[src/rtl/lane_arbiter.sv]
// lane_arbiter
//   Merges two first-word-fall-through lane FIFOs into one byte stream.
//   Grants are issued in bursts of up to burst_max+1 bytes to one lane
//   while the other lane waits. Downstream backpressure pauses popping.
//
// Ports
//   clk_2f           in   sole clock, rising edge
//   reset            in   asynchronous, active-high
//   burst_max        in   BURST_W  burst length minus one
//   fifo_empty_0/1   in   lane FIFO empty flags
//   fifo_data_0/1    in   8  lane FIFO head data (valid when not empty)
//   almost_full_out  in   downstream backpressure, 1 forbids pops
//   pop_0/pop_1      out  combinational pop strobes, mutually exclusive
//   data_out         out  8  registered merged byte
//   valid_out        out  registered, data_out holds a byte popped last cycle
//   active_lane      out  registered lane of the most recent grant
//   state            out  3  registered FSM state
//   idle             out  combinational, 1 iff state is IDLE
module lane_arbiter #(
    parameter int BURST_W = 2
) (
    input  logic               clk_2f,
    input  logic               reset,
    input  logic [BURST_W-1:0] burst_max,
    input  logic               fifo_empty_0,
    input  logic               fifo_empty_1,
    input  logic [7:0]         fifo_data_0,
    input  logic [7:0]         fifo_data_1,
    input  logic               almost_full_out,
    output logic               pop_0,
    output logic               pop_1,
    output logic [7:0]         data_out,
    output logic               valid_out,
    output logic               active_lane,
    output logic [2:0]         state,
    output logic               idle
);

    typedef enum logic [2:0] {
        S_RESET  = 3'd0,
        S_INIT   = 3'd1,
        S_IDLE   = 3'd2,
        S_ACTIVE = 3'd3,
        S_PAUSE  = 3'd4
    } state_e;

    state_e           state_q, state_d;
    logic [BURST_W:0] burst_len_q, burst_len_d;
    logic [BURST_W:0] burst_cnt_q, burst_cnt_d;
    logic             active_lane_q, active_lane_d;
    logic             valid_q, valid_d;
    logic [7:0]       data_q, data_d;

    logic             cur_ne, oth_ne, any_ne;
    logic             can_pop;
    logic             grant;
    logic             grant_lane;
    logic [BURST_W:0] cnt_next;

    assign cur_ne  = active_lane_q ? ~fifo_empty_1 : ~fifo_empty_0;
    assign oth_ne  = active_lane_q ? ~fifo_empty_0 : ~fifo_empty_1;
    assign any_ne  = ~fifo_empty_0 | ~fifo_empty_1;
    assign can_pop = (state_q == S_ACTIVE) && !almost_full_out;

    // A zero burst count means no burst is open (after reset or IDLE), so the
    // current lane is not preferred; this makes lane 0 win the first grant.
    always_comb begin
        grant      = 1'b0;
        grant_lane = active_lane_q;
        cnt_next   = burst_cnt_q;
        if (can_pop) begin
            if (cur_ne && (burst_cnt_q != '0) && (burst_cnt_q < burst_len_q)) begin
                grant      = 1'b1;
                grant_lane = active_lane_q;
                cnt_next   = burst_cnt_q + 1'b1;
            end else if (oth_ne) begin
                grant      = 1'b1;
                grant_lane = ~active_lane_q;
                cnt_next   = (BURST_W+1)'(1);
            end else if (cur_ne) begin
                grant      = 1'b1;
                grant_lane = active_lane_q;
                cnt_next   = (BURST_W+1)'(1);
            end
        end
    end

    assign pop_0 = grant & ~grant_lane;
    assign pop_1 = grant &  grant_lane;

    always_comb begin
        state_d       = state_q;
        burst_len_d   = burst_len_q;
        burst_cnt_d   = burst_cnt_q;
        active_lane_d = active_lane_q;
        valid_d       = grant;
        data_d        = data_q;

        case (state_q)
            S_RESET: state_d = S_INIT;
            S_INIT: begin
                state_d     = S_IDLE;
                burst_len_d = (BURST_W+1)'(burst_max) + (BURST_W+1)'(1);
            end
            S_IDLE: begin
                burst_len_d = (BURST_W+1)'(burst_max) + (BURST_W+1)'(1);
                burst_cnt_d = '0;
                if (any_ne) state_d = almost_full_out ? S_PAUSE : S_ACTIVE;
            end
            S_ACTIVE: begin
                if (almost_full_out) state_d = S_PAUSE;
                else if (!any_ne)    state_d = S_IDLE;
            end
            S_PAUSE: begin
                if (!almost_full_out) state_d = any_ne ? S_ACTIVE : S_IDLE;
            end
            default: state_d = S_RESET;
        endcase

        if (grant) begin
            burst_cnt_d   = cnt_next;
            active_lane_d = grant_lane;
            data_d        = grant_lane ? fifo_data_1 : fifo_data_0;
        end
    end

    always_ff @(posedge clk_2f or posedge reset) begin
        if (reset) begin
            state_q       <= S_RESET;
            burst_len_q   <= (BURST_W+1)'(1);
            burst_cnt_q   <= '0;
            active_lane_q <= 1'b1;
            valid_q       <= 1'b0;
            data_q        <= '0;
        end else begin
            state_q       <= state_d;
            burst_len_q   <= burst_len_d;
            burst_cnt_q   <= burst_cnt_d;
            active_lane_q <= active_lane_d;
            valid_q       <= valid_d;
            data_q        <= data_d;
        end
    end

    assign data_out    = data_q;
    assign valid_out   = valid_q;
    assign active_lane = active_lane_q;
    assign state       = state_q;
    assign idle        = (state_q == S_IDLE);

endmodule

[config.mk]
export PLATFORM = sky130hd
export DESIGN_NAME = lane_arbiter
export DESIGN_NICKNAME = d
export VERILOG_FILES = /design/src/rtl/lane_arbiter.sv
export SDC_FILE = /design/constraint.sdc
export NUM_CORES = 1
export LEC_CHECK = 0
export ABC_AREA = 1
export CELL_PAD_IN_SITES_DETAIL_PLACEMENT = 1
export CELL_PAD_IN_SITES_GLOBAL_PLACEMENT = 2
export CORE_MARGIN = 5
export CORE_UTILIZATION = 26
export DETAILED_ROUTE_END_ITERATION = 8
export PLACE_DENSITY_LB_ADDON = 0.1
export SLEW_MARGIN = 10
export SYNTH_ARGS = -nofsm -noshare
export SYNTH_HDL_FRONTEND = slang
export SYNTH_SLANG_ARGS = --single-unit
[constraint.sdc]
create_clock -name clk_2f -period 6.16 [get_ports clk_2f]
set_clock_uncertainty 0.15 [all_clocks]
set_input_delay 1.232 -clock clk_2f [delete_from_list [all_inputs] [get_ports clk_2f]]
set_output_delay 1.232 -clock clk_2f [all_outputs]
set_load 0.1 [all_outputs]
==> reports/metrics.yaml <==
outcome:
  outcome: "completed"
yosys:
  synth_cells: 125
  synthesized_area_per_cell_sq_um: 8.62
  synth_fp_nets: 153
  synth.ff_latch_count: 19
  synthesis.area_sq_um: 1080
  netlist-cell-type-count: 27
  ys.warnings.count: 0
  synth_sequential_area_ratio_pct: 44.4
timing:
  max_slew_margin_pct: 32.9
  grt_setup_unrepaired: "false"
  timing.final.setup_violations: 0
  worst_hold_slack_ps: 356
  timing_max_transition_violations_final: 0
  setup_ws_ps: 1820
  timing_hold_violations_final: 0
  setup_tns_ps: 0
  final.min_clock_period_ps: 4340
  post-route-period-util_pct: 70.5
  worst-slew-pin-transition_ps: 1000
  fmaxAchievable_mhz: 230
floorplan:
  die_height_um: 74.4
  starting_density_pct: 26.9
  core.rowCount: 23
  die_x_um: 74.4
  core_region_area_sq_um: 4000
  floorplan.die_area_sq_um: 5530
  boundaryPins: 39
worst_setup_path:
  regToRegSetupSlack_ps: 4100
  cp-start-kind: "primary input"
  worstPathArrival_ps: 2960
  timing.critical_path.required_ps: 4780
  cp_max_fo: 10
  crit_start: "fifo_empty_1"
  timing.setup.critical_path_class: "primary input to output port"
  ff2ff_path_depth: 10
  rr_endpoint: "data_out[4]$_DFFE_PP0N_"
  reg2reg_launch_point: "burst_cnt_q[2]$_DFFE_PP0P_"
  critPathCaptureType: "output port"
  critical_path.endpoint: "pop_0"
routing:
  drt-vias-per-instance: 4.76
  detail_route.iter0.violations: 10
  drc: 0
  wl_per_cell_um: 14.6
  detailedRoute.firstPassIterationCount: 2
  dr_vias: 1024
  routed_wl_um: 3140
  antenna_violating_nets_left: 0
worst_hold_path:
  holdPathStages: 2
  worst_hold_class: "flip-flop to flip-flop"
pwr:
  power_frac_comb_pct: 66.4
  power_density_nw_per_um2: 589
  sw_frac_of_total_pct: 59.4
  seq_power_share_pct: 23.8
  vdd_drop_max_mv: 0.233
  power_report.internal_total_w: 0.000368
  net-switching-power_w: 0.000539
  power.leakage_nw: 0.699
  power.clock.fraction_pct: 9.8
final_layout:
  num_antenna_cells: 0
  area_growth_pct: 43.1
  multi_input_comb_area_sq_um: 514
  layout.area.seq_sq_um: 478
  finish.cell_count_without_fillers: 215
  drive_gt1_share_pct: 11.5
  fillers: 471
  mostFrequentLayoutCells: "clkdlybuf4s50_1 (36), nand2_1 (23), nand3_1 (18), dfrtp_1 (17), inv_1 (12)"
  final_common_cell: "clkdlybuf4s50_1"
  fin_nets: 194
placement:
  dpl_worst_slack_ps: 1810
  placed_cells_incl_taps: 211
  half_perimeter_wire_length_after_detailed_placement_um: 2520
  placement.io_buffers: 38
  finalWeightedCongestion: 0.775
clock_tree:
  clock_buffers_created_by_tritoncts: 3
  ctsRootBufferMaster: "clkbuf_8"
  clk-insertion-delay-late_ps: 260
  cts_tree: "done"
  number_of_hold_repair_buffers_added_at_the_cts_stage: 0
  clock_sink_count: 19
  cts-htree-levels: 1
  clock_tree.buffer_depth: 2
  cts_post_setup_buffers_inserted: 0
  post_cts_resized: 0
  clk_transition_reported_paths_ps: 70
global_route:
  total_grt_overflow: 0
  grt_max_degree: 20
  antenna_found_initial: 0
  total_grt_usage_pct: 12.6
  number_of_global_route_vias_before_repair: 1137
  global_route_wire_length_before_repair_um: 5400
run:
  max-cap-violations: 0
state kept, by name (all words and copies together), names as in the netlist:
| register | count |
|---|---|
| data_out | 8 |
| burst_cnt_q | 3 |
| burst_len_q | 3 |
| state | 3 |
| active_lane | 1 |
| valid_out | 1 |
metal layers:
layer  up-vias  global-route usage [%]  wire length, um
met2        20                    20.6             1600
met3         4                    2.84              117
met1       493                    16.6             1390
met5         -                       0                0
met4         0                    3.56               38
li1        507                       -                -
layout make-up:
cell class / instances / share of cell area, %
multi-input cells: 88 / 33.4
flip-flops and latches: 19 / 31.0
repair buffers: 38 / 24.4
inverters: 16 / 4.22
well taps: 50 / 4.06
clock buffers: 3 / 2.68
clock inverters: 1 / 0.325
critical path, cell delays in order:
cell	delay (ps)
clkdlybuf4s50_1	450
nand2_1	90
nand2_1	60
nor2_1	130
nand2_1	150
nand2_1	150
nand2_4	110
nand2_4	140
inv_2	50
nor2_1	90
buf_4	300
power groups by stage:
stage	clock [W]	combinational (W)	sequential, W
finish	0.0000891	0.000602	0.000216
detailed placement	0	0.000607	0.000219
global placement	0	0.000602	0.000217
floorplan	0	0.000200	0.000476
CTS	0.0000925	0.000611	0.000217
global route	0.0000972	0.000641	0.000223
metrics by stage:
| step | power (W) | utilization, % | area, sq um |
|---|---|---|---|
| 2_1_floorplan | 0.000676 | - | 1080 |
| 3_3_place_gp | 0.000819 | 37.4 | 1500 |
| 3_5_place_dp | 0.000826 | 37.4 | 1500 |
| 4_1_cts | 0.000920 | 38.5 | 1540 |
| 5_1_grt | 0.000961 | 38.5 | 1540 |
| 6_report | 0.000907 | 38.5 | 1540 |
worst min-delay path by stage:
stage,start,end,slack (ps)
3_5_place_dp,data_out[2]$_DFFE_PP0N_,data_out[2]$_DFFE_PP0N_,340
2_1_floorplan,burst_len_q[0]$_DFFE_PP1P_,burst_len_q[0]$_DFFE_PP1P_,320
6_report,burst_len_q[0]$_DFFE_PP1P_,burst_len_q[0]$_DFFE_PP1P_,360
5_1_grt,data_out[7]$_DFFE_PP0N_,data_out[7]$_DFFE_PP0N_,390
3_3_place_gp,data_out[2]$_DFFE_PP0N_,data_out[2]$_DFFE_PP0N_,330
4_1_cts,burst_len_q[0]$_DFFE_PP1P_,burst_len_q[0]$_DFFE_PP1P_,360
kinds of logic after synthesis:
family          share of synthesized area (%)
flops                                    44.4
buf+inv                                  7.90
xor+xnor                                0.813
compound gates                           7.90
simple gates                             33.2
fa+ha+maj                                5.81
synth_stat cells:
| library cell | count | share of area [%] |
|---|---|---|
| a211oi_1 | 1 | 0.70 |
| a21oi_1 | 5 | 2.3 |
| buf_2 | 1 | 0.46 |
| buf_8 | 1 | 1.4 |
| clkinv_4 | 1 | 0.81 |
| dfrtp_1 | 17 | 39 |
| dfstp_2 | 2 | 4.9 |
| ha_1 | 5 | 5.8 |
| inv_1 | 12 | 4.2 |
| inv_2 | 3 | 1.0 |
| nand2_1 | 23 | 8.0 |
| nand2_2 | 1 | 0.58 |
| nand2_4 | 3 | 3.1 |
| nand3_1 | 18 | 8.4 |
| nand3_2 | 1 | 0.93 |
| nand3_4 | 1 | 1.6 |
| nand4_1 | 8 | 4.6 |
| nor2_1 | 7 | 2.4 |
| nor3_1 | 3 | 1.4 |
| nor3_4 | 1 | 1.5 |
| nor4_1 | 1 | 0.58 |
| o21ai_0 | 5 | 2.3 |
| o21ai_1 | 1 | 0.46 |
| o21bai_1 | 1 | 0.70 |
| o22ai_1 | 1 | 0.58 |
| o32ai_1 | 1 | 0.81 |
| xnor2_1 | 1 | 0.81 |
(Power assumes the default switching activity.)
